### config.mk
export PLATFORM = sky130hd
export DESIGN_NAME = matdet3_seq
export DESIGN_NICKNAME = d
export VERILOG_FILES = /design/src/rtl/matdet3_seq.sv
export SDC_FILE = /design/constraint.sdc
export NUM_CORES = 1
export LEC_CHECK = 0
export ABC_AREA = 1
export CAP_MARGIN = 20
export CORE_ASPECT_RATIO = 1.75
export CORE_MARGIN = 5
export CORE_UTILIZATION = 30
export DETAILED_ROUTE_END_ITERATION = 10
export DONT_BUFFER_PORTS = 1
export HOLD_SLACK_MARGIN = 0.08
export MAX_ROUTING_LAYER = met4
export SLEW_MARGIN = 15
export SYNTH_ARGS = -nofsm -noshare
export SYNTH_HDL_FRONTEND = slang
export SYNTH_SLANG_ARGS = --single-unit
### constraint.sdc
create_clock -name clk -period 9 [get_ports clk]
set_input_delay 1.8 -clock clk [delete_from_list [all_inputs] [get_ports clk]]
set_output_delay 1.8 -clock clk [all_outputs]
set_load 0.02 [all_outputs]
### src/rtl/matdet3_seq.sv
// matdet3_seq: 3x3 determinant modulo 2^DATA_WIDTH.
// One multiplier and one add/sub unit are shared over nine CALC steps.
module matdet3_seq #(
    parameter int DATA_WIDTH  = 8,
    parameter int MATRIX_SIZE = 9
) (
    input  logic                              clk,
    input  logic                              rst_n,
    input  logic                              in_valid,
    output logic                              in_ready,
    input  logic [MATRIX_SIZE*DATA_WIDTH-1:0] a,
    output logic                              out_valid,
    input  logic                              out_ready,
    output logic [DATA_WIDTH-1:0]             det,
    output logic                              busy
);
    typedef enum logic [1:0] {IDLE, CALC, DONE} state_t;

    state_t                r_state, w_state_nxt;
    logic [3:0]            r_step, w_step_nxt;
    logic [DATA_WIDTH-1:0] r_e [MATRIX_SIZE];
    logic [DATA_WIDTH-1:0] r_m, r_acc, r_det;
    logic [DATA_WIDTH-1:0] w_op_x, w_op_y, w_prod, w_base, w_sum;
    logic                  w_accept, w_calc, w_sub, w_to_acc, w_base_m, w_base_acc;

    assign in_ready  = (r_state == IDLE);
    assign out_valid = (r_state == DONE);
    assign busy      = (r_state != IDLE);
    assign det       = r_det;
    assign w_accept  = in_ready & in_valid;
    assign w_calc    = (r_state == CALC);

    // Steps 0/3/6 start a 2x2 minor, 1/4/7 finish it, 2/5/8 fold it into acc.
    always_comb begin
        w_op_x = '0;
        w_op_y = '0;
        case (r_step)
            4'd0: begin w_op_x = r_e[4]; w_op_y = r_e[8]; end
            4'd1: begin w_op_x = r_e[5]; w_op_y = r_e[7]; end
            4'd2: begin w_op_x = r_e[0]; w_op_y = r_m;    end
            4'd3: begin w_op_x = r_e[3]; w_op_y = r_e[8]; end
            4'd4: begin w_op_x = r_e[5]; w_op_y = r_e[6]; end
            4'd5: begin w_op_x = r_e[1]; w_op_y = r_m;    end
            4'd6: begin w_op_x = r_e[3]; w_op_y = r_e[7]; end
            4'd7: begin w_op_x = r_e[4]; w_op_y = r_e[6]; end
            4'd8: begin w_op_x = r_e[2]; w_op_y = r_m;    end
            default: ;
        endcase
    end

    assign w_prod     = w_op_x * w_op_y;
    assign w_to_acc   = (r_step == 4'd2) || (r_step == 4'd5) || (r_step == 4'd8);
    assign w_base_m   = (r_step == 4'd1) || (r_step == 4'd4) || (r_step == 4'd7);
    assign w_base_acc = (r_step == 4'd5) || (r_step == 4'd8);
    assign w_sub      = w_base_m || (r_step == 4'd5);
    assign w_base     = w_base_m ? r_m : (w_base_acc ? r_acc : '0);
    assign w_sum      = w_sub ? w_base - w_prod : w_base + w_prod;

    always_comb begin
        w_state_nxt = r_state;
        w_step_nxt  = r_step;
        case (r_state)
            IDLE: if (in_valid) begin
                w_state_nxt = CALC;
                w_step_nxt  = '0;
            end
            CALC: begin
                w_step_nxt = r_step + 4'd1;
                if (r_step == 4'd8) begin
                    w_state_nxt = DONE;
                    w_step_nxt  = '0;
                end
            end
            DONE: if (out_ready) w_state_nxt = IDLE;
            default: w_state_nxt = IDLE;
        endcase
    end

    always_ff @(posedge clk or negedge rst_n) begin
        if (!rst_n) begin
            r_state <= IDLE;
            r_step  <= '0;
            r_m     <= '0;
            r_acc   <= '0;
            r_det   <= '0;
            for (int k = 0; k < MATRIX_SIZE; k++) r_e[k] <= '0;
        end else begin
            r_state <= w_state_nxt;
            r_step  <= w_step_nxt;
            if (w_accept)
                for (int k = 0; k < MATRIX_SIZE; k++) r_e[k] <= a[k*DATA_WIDTH +: DATA_WIDTH];
            if (w_calc && !w_to_acc) r_m <= w_sum;
            if (w_calc && w_to_acc) r_acc <= w_sum;
            if (w_calc && r_step == 4'd8) r_det <= w_sum;
        end
    end
endmodule

Word level (Yosys, flattened, before mapping)
Index checks and enable logic that the tools add are counted.
- reduce and logical (&&, ||, !) cells: 23
- equality and inequality tests: 13
- div/mod/pow operators: 0
- bitwise logic cells: 1
- $mul: 1
- shift-type cells: 0
- $add $sub $neg: 3
- order comparisons: 0
- mux-type cells: 12
- operator list (kind ; count):
    case mux 8 bit (6 select lines) ; 1
    case mux 8 bit (4 select lines) ; 1
    2-to-1 mux 8 bit ; 3
    equality test 4 x 3 -> 1 bit, second input constant ; 4
    OR reduction 2 bit ; 6
    adder 8 bit ; 1
    equality test 4 x 2 -> 1 bit, second input constant ; 2
    multiplier 8 x 8 -> 8 bit ; 1
    2-to-1 mux 4 bit ; 2
    case mux 4 bit (2 select lines) ; 1
    subtractor 8 bit ; 1
    logical OR 1 bit ; 6
    2-to-1 mux 2 bit ; 3
    case mux 2 bit (3 select lines) ; 1
    adder 4 x 1 -> 4 bit, second input constant ; 1
    equality test 4 x 1 -> 1 bit, second input constant ; 1
    equality test 4 bit, second input constant ; 1
    zero test 4 bit ; 1
    != test 2 x 1 -> 1 bit, second input constant ; 2
    nonzero test 2 bit ; 2
    logical AND 1 bit ; 3
    AND reduction 3 bit ; 1
    OR reduction 3 bit ; 1
    equality test 2 x 1 -> 1 bit, second input constant ; 1
    6 further kinds ; 6
- flip-flop bits (word level): 102
- bits in latches: 0
- bits in writable memories: 0
- memories: 0
- word-level logic and storage cells: 67
- output and inout bits: 11
- memory bits (read-only): 0
- input bits: 76

Logic depth before layout (Yosys ltp)
Gate-level depths: netlist (run 1).
- depth in word-level cells: 6
- mapped depth: 38
- depth with buffers taken out: 37

Worst setup path before layout (run 1)
Ideal clock, no wire load.
- kind: reg2reg
- start point: register r_step[0]
- end point: register r_m[7]
- required time: 8883 ps
- slack: 3482 ps
- cell stages (with the launch flop): 35
- clock period less this slack: 5518 ps
- path buffers: 1
- library setup time: 117 ps
- data arrival time: 5401 ps
- cell sequence: dfrtp_1 > inv_1 > ha_1 > buf_2 > nand3_2 > o211ai_1 > nor2_4 > inv_1 > nand2_1 > fa_1 > inv_1 > fa_1 > ha_1 > inv_1 > fa_1 > inv_1 > ha_1 > xnor2_1 > nor4_1 > nor2_1 > xor2_1 > inv_1 > ha_1 > a21oi_1 > o21ai_0 > a31oi_1 > inv_1 > nand3_1 > nand2_2 > nor2_1 > nor2_2 > nand2_1 > nand2_2 > nand2_1 > nand2_1
- word-level cells in the longest chain between the ends: 6
- elaborated cells between the ends (all ways): 32
- those cells by class: add/sub: 2; mul: 1; eq/ne: 8; mux: 5; reduce/logical: 16
- ends and longest elaborated chain (what ; line ; text):
    start: declaration ; 20 ; logic [3:0] r_step, w_step_nxt;
    start signal: assignment ; 89 ; r_step <= w_step_nxt;
    equality test 4 x 2 -> 1 bit (tied with other cells) ; 37, 52 ;
    OR reduction 3 bit (no source line) (tied with other cells) ; n/a ;
    case mux 8 bit (4 select lines) (tied with other cells) ; 37 ; case (r_step)
    multiplier 8 x 8 -> 8 bit / 2-to-1 mux 8 bit (equally long branches) ; 51, 56 ;
    adder 8 bit / subtractor 8 bit (equally long branches) ; 57 ; assign w_sum = w_sub ? w_base - w_prod : w_base + w_prod;
    2-to-1 mux 8 bit ; 57 ;
    end signal: assignment ; 92 ; if (w_calc && !w_to_acc) r_m <= w_sum;
    end: declaration ; 22 ; logic [DATA_WIDTH-1:0] r_m, r_acc, r_det;
Several ways; a longest one is shown, not always the timed one.
A chain may end at the register's enable or synchronous reset.

Worst setup path after layout (run 1)
- start point: register r_step[0]
- end point: register r_acc[7]
- word-level cells in the longest chain between the ends: 6
- elaborated cells between the ends (all ways): 31
- those cells by class: add/sub: 2; mul: 1; eq/ne: 8; mux: 5; reduce/logical: 15
- ends and longest elaborated chain (what ; line ; text):
    equality test 4 x 2 -> 1 bit (tied with other cells) ; 37, 52 ;
    OR reduction 3 bit (no source line) (tied with other cells) ; n/a ;
    case mux 8 bit (4 select lines) (tied with other cells) ; 37 ;
    multiplier 8 x 8 -> 8 bit / 2-to-1 mux 8 bit (equally long branches) ; 51, 56 ;
    adder 8 bit / subtractor 8 bit (equally long branches) ; 57 ;
    2-to-1 mux 8 bit ; 57 ;
    end signal: assignment ; 93 ; if (w_calc && w_to_acc) r_acc <= w_sum;
    end: declaration ; 22 ;
Several ways; a longest one is shown, not always the timed one.

==> results of run 1 <==
[metrics by stage]
step / area, sq um / setup WS (ns) / cells / util
floorplan: 6212 / 3.482 / 696 / -
global route: 6760 / 2.282 / 948 / 0.3318
global placement: 6465 / 2.806 / 931 / 0.3173
finish: 6760 / 2.687 / 948 / 0.3318
detailed placement: 6465 / 2.689 / 931 / 0.3173
CTS: 6758 / 2.689 / 947 / 0.3317
[layout make-up]
cell class | count | area (sq um)
Antenna cell | 1 | 2.502
Clock buffer | 10 | 239.0
Clock inverter | 6 | 53.80
Fill cell | 2135 | 13610
Inverter | 75 | 286.5
Multi-Input combinational cell | 506 | 3316
Sequential cell | 102 | 2552
Tap cell | 248 | 310.3
[placed cells by master, fill, tap and decap left out, drive strengths merged, types with 13 or more instances in the layout]
cell type | netlist | layout
nand2 | 216 | 216
dfrtp | 102 | 102
inv | 75 | 78
mux2 | 71 | 71
nor2 | 54 | 54
nand3 | 45 | 45
ha | 28 | 28
o21ai | 23 | 23
nand4 | 17 | 17
fa | 13 | 13
a21oi | 13 | 13
[routing by layer]
metal	wire length [microns]	vias to the layer above	GRT usage	part of all wire
li1	-	2259	-	-
met1	5986	2217	0.1376	0.37
met2	8774	90	0.2539	0.55
met3	278	46	0.01721	0.017
met4	932	0	0.09407	0.058
met5	0	-	-	0
[cell usage after synthesis, types with 2 or more instances]
master | number | share of area
clkbuf_1 | 10 | 0.0060
nand3_2 | 3 | 0.0048
dfrtp_1 | 102 | 0.41
nor2_4 | 3 | 0.0054
nand3_4 | 4 | 0.011
nor2_1 | 41 | 0.025
inv_1 | 71 | 0.043
a21oi_1 | 12 | 0.0097
xnor2_1 | 2 | 0.0028
inv_4 | 2 | 0.0020
o31ai_1 | 2 | 0.0024
ha_1 | 28 | 0.056
mux2_2 | 71 | 0.13
nand3b_1 | 3 | 0.0036
inv_2 | 2 | 0.0012
nand2_1 | 200 | 0.12
nor3_1 | 2 | 0.0016
nor2_2 | 10 | 0.010
nand4_1 | 17 | 0.017
fa_1 | 13 | 0.042
buf_6 | 2 | 0.0036
xor2_1 | 12 | 0.017
nand2_2 | 15 | 0.015
o21ai_0 | 23 | 0.019
nand3_1 | 38 | 0.031
[worst paths after layout]
| path | cells after the start | end | slack, ns |
|---|---|---|---|
| setup / recovery | 33 | r_acc[7]$_DFFE_PN0P_ | 2.69 |
| hold / removal | 2 | r_acc[4]$_DFFE_PN0P_ | 0.49 |
| setup reg to reg | 33 | r_acc[7]$_DFFE_PN0P_ | 2.69 |
| hold reg to reg | 2 | r_acc[4]$_DFFE_PN0P_ | 0.49 |
| max in group asynchronous | 0 | r_e[45]$_DFFE_PN0P_ | 7.70 |
| min in group asynchronous | 0 | r_e[67]$_DFFE_PN0P_ | 1.13 |
[kinds of logic after synthesis]
| group | count (synthesis) |
|---|---|
| and+or+nand+nor | 338 |
| muxes | 71 |
| AOI/OAI and AO/OA | 42 |
| buffers and inverters | 88 |
| adders and majority gates | 41 |
| xor gates and xnor gates | 14 |
| DFF | 102 |
[flip-flops by register name, indices dropped and copies added (netlist names)]
signal	flops
r_state	2
r_acc	8
det	8
r_m	8
r_e	72
r_step	4
[critical path: cells and delay by family, from the launching register on]
family                   cells  cell delay, ns
adder cells (fa/ha/maj)      7            2.73
AO/OA/AOI/OAI                3            0.44
buffers and inverters        6            0.42
XOR/XNOR                     2            0.47
flip-flops                   1            0.41
AND/OR/NAND/NOR             15            1.71
==> results.cfg, run 1 <==
[synth]
synth_cells = 696
ys_ff_latch = 102
synth_fa_ha_area_frac = 0.09829
synth_edf_count = 0
synthSimpleGateAreaFrac = 0.2481
syn_nets = 813
synth_async_sr_flop_share = 1.000
yosys.area_share.xor_xnor = 0.01974
synth.avg_cell_area_sq_um = 8.926
yosys_warnings = 0
synth_top_family_by_area = simple AND/OR/NAND/NOR gates
synth_area_sq_um = 6212
ys.flop_type = dfrtp_1
synth.area.mux_share = 0.1287
ys_seq_area_frac = 0.4109
synth_cell_types = 33
synth_compound_area_frac = 0.03766

[clock_network]
hold_buffers = 0
clkTransAtPathRegs_ns = 0.08
clock_sinks = 102
root_buffer = clkbuf_16
htreeDepth = 3
post_cts_buffers = 0
post_cts_resize_count = 0
clk_latency_ns = 0.36
cts_buffer_depth = 2
numCtsBuffers = 9
cts_tree = built

[global_route]
grt_max_degree = 103
grt_pass1_wl_microns = 25270
track_usage = 0.1400
grt_overflow_total = 0
antenna_found_initial = 1
grt_pass1_vias = 4784

[setup_path]
max_stage_delay_ns = 0.53
r2r-start = r_step[0]$_DFFE_PN0P_
crit_fanout = 10
critPathLaunch = r_step[0]$_DFFE_PN0P_
worstPathArrival_ns = 6.57
path_class = flip-flop to flip-flop
startpoint_type = flip-flop
setup.worst_path.end_class = flip-flop
path_common_cell = inv_1
cp.required_ns = 9.25
cp_slowest_cell = fa_1

[detailed_routing]
drt_iter0_drc = 199
drc = 0
vias = 4612
drt_pass1_iterations = 4
vias_per_cell = 4.865
ant_nets = 0
wire_per_inst_microns = 16.85
wl_microns = 15970

[timing]
max_freq_mhz = 158.4
worst_hold_slack_ns = 0.4881
tightest_slew_ns = 1.014
relSlewSlack = 0.3240
period_minus_slack_ns = 6.313
final.setup_skew_ns = 0.01260
period_share = 0.7015
rsz0062_at_grt = no
drv_slew = 0
finalSetupViolations = 0
hold_viol = 0
setup_tns_ns = 0

[placement]
gp_congestion = 0.8913
io_buffers = 0
dp_hpwl_microns = 12720

[finish]
layout-drive-gt1-share = 0.1845
syn2layout_area_growth_pct = 8.822
fin_nets = 811

[floorplanning]
core_sq_um = 20370
die_y_microns = 200.4
pin_count = 87
start_util = 0.3049
num_rows = 69
die_w_microns = 118.8
dieArea_sq_um = 23800

[min_path]
worstHoldPathType = flip-flop to flip-flop
hold_start = r_acc[4]$_DFFE_PN0P_

[run]
maxCapViolations = 0

[run_status]
outcome = complete, no violations
Power of run 1 is left out: the tool's default activity adds up to more than one toggle a clock period on the data nets, which glitch-free logic cannot reach.
==> run 2: changes to the inputs <==
==> constraint.sdc (replaced) <==
create_clock -name clk -period 5.45 [get_ports clk]
set_input_delay 1.09 -clock clk [delete_from_list [all_inputs] [get_ports clk]]
set_output_delay 1.09 -clock clk [all_outputs]
set_load 0.02 [all_outputs]
==> run 2 against run 1 <==
  * First-iteration DRC count grew 3.5%
  * The flow now finishes with violations (setup timing)
  * Highest routed layer unchanged
  * Design area grew 14%
  * Core utilization grew 4.8 points
  * Final cell count grew 8.4%
  * Register-to-register slack lost 2.7 ns
==> results.cfg, run 2 (synthesis gave the netlist of run 1 again) <==
[finish]
multi_input_area_sq_um = 3655
final-seq-area_sq_um = 2554
largest_reg_flops = 72
antenna_cells = 0
layout-drive-gt1-share = 0.3449
regMostFlops = r_e
fin_nets = 892
fillerInstances = 2040
final_common_cell = nand2_1
syn2layout_area_growth_pct = 24.49
final_cell_mix = 183 x nand2_1, 101 x dfrtp_1, 74 x buf_4, 71 x mux2_2, 59 x inv_1

[global_route]
antenna_found_initial = 0
grt_pass1_wl_microns = 27480
track_usage = 0.1528
grt_max_degree = 103
grt_pass1_vias = 5193
grt_overflow_total = 0

[clock_network]
cts_tree = built
clkTransAtPathRegs_ns = 0.08
numCtsBuffers = 9
htreeDepth = 3
cts_buffer_depth = 2
root_buffer = clkbuf_16
clk_latency_ns = 0.36
clock_sinks = 102

[setup_path]
worstPathArrival_ns = 5.80
r2r-start = r_step[1]$_DFFE_PN0P_
r2r_setup_slack_ns = -0.06
r2r_end = det[7]$_DFFE_PN0P_
path_common_cell = nand2_2
path_class = flip-flop to flip-flop
cp.required_ns = 5.75
startpoint_type = flip-flop
reg2reg_depth = 37
crit_fanout = 7
cp_slowest_cell = fa_1
max_stage_delay_ns = 0.54
setup.worst_path.end_class = flip-flop

[timing]
final.setup_skew_ns = 0.01208
rsz0062_at_grt = yes
tightest_slew_ns = 0.9060
drv_slew = 0
finalSetupViolations = 3
relSlewSlack = 0.3960
period_share = 1.010
period_minus_slack_ns = 5.505
hold_viol = 0
max_freq_mhz = 181.6
worst_hold_slack_ns = 0.4156
fin_ws_ns = -0.05537

[detailed_routing]
wire_per_inst_microns = 16.77
drt_pass1_iterations = 4
vias_per_cell = 4.771
vias = 4905
drt_iter0_drc = 206
drc = 0
ant_nets = 0
wl_microns = 17240

[floorplanning]
die_y_microns = 200.4
core_sq_um = 20370
dieArea_sq_um = 23800
pin_count = 87
start_util = 0.3049
num_rows = 69
die_w_microns = 118.8

[run]
maxCapViolations = 0

[run_status]
outcome = complete, but fails checks
violations = setup timing

[placement]
io_buffers = 0
dp_hpwl_microns = 13660
place_ws_ns = -0.4826
gp_congestion = 0.9710

[min_path]
worstHoldPathType = input port to asynchronous set/reset pin
run 2: per-layer routing:
metal / vias to the layer above / wire length [microns] / GRT usage
li1: 2419 / - / -
met1: 2333 / 6322 / 0.1490
met2: 113 / 9552 / 0.2824
met3: 40 / 358 / 0.02116
met4: 0 / 1005 / 0.09076
met5: - / 0 / -
run 2: worst max-delay path by stage:
stage	startpoint	endpoint	slack, ns
finish	r_step[1]$_DFFE_PN0P_	det[7]$_DFFE_PN0P_	-0.06
global route	r_step[1]$_DFFE_PN0P_	r_m[7]$_DFFE_PN0P_	-0.45
CTS	r_step[1]$_DFFE_PN0P_	det[7]$_DFFE_PN0P_	-0.008
floorplan	r_step[0]$_DFFE_PN0P_	r_m[7]$_DFFE_PN0P_	0.01
global placement	r_step[1]$_DFFE_PN0P_	r_m[7]$_DFFE_PN0P_	-0.46
detailed placement	r_step[1]$_DFFE_PN0P_	r_m[7]$_DFFE_PN0P_	-0.48
run 2: final cells by class:
class                   instances  share of cell area
well taps                     248             0.04012
clock inverters                 6            0.006633
inverters                      75             0.03770
repair buffers                 81             0.08316
flip-flops and latches        102              0.3302
clock buffers                  10             0.02961
multi-input cells             506              0.4726
run 2: repair_timing:
action | in CTS | in global routing
setup buffers | 13 | 4
gates resized for setup | 65 | 23
endpoints found under the setup margin | 6 | 6
hold buffers | 0 | 0
pin swaps | 44 | 18
run 2: critical path: cells and delay by family (launching register included):
family	cells	cell delay, ns
AOI/OAI and AO/OA	3	0.38
xor gates and xnor gates	1	0.17
adders and majority gates	7	2.11
buffers and inverters	8	0.69
DFF	1	0.42
and+or+nand+nor	18	1.68
run 2: metrics by stage:
| step | setup TNS (ns) | utilization | std cells | cell area [sq um] |
|---|---|---|---|---|
| global placement | -1.370 | 0.3422 | 996 | 6973 |
| global route | -1.354 | 0.3796 | 1028 | 7734 |
| detailed placement | -1.579 | 0.3422 | 996 | 6973 |
| finish | -0.1347 | 0.3796 | 1028 | 7734 |
| floorplan | 0 | - | 696 | 6222 |
| CTS | -0.01362 | 0.3737 | 1024 | 7614 |
Power of run 2 is left out for the same reason.
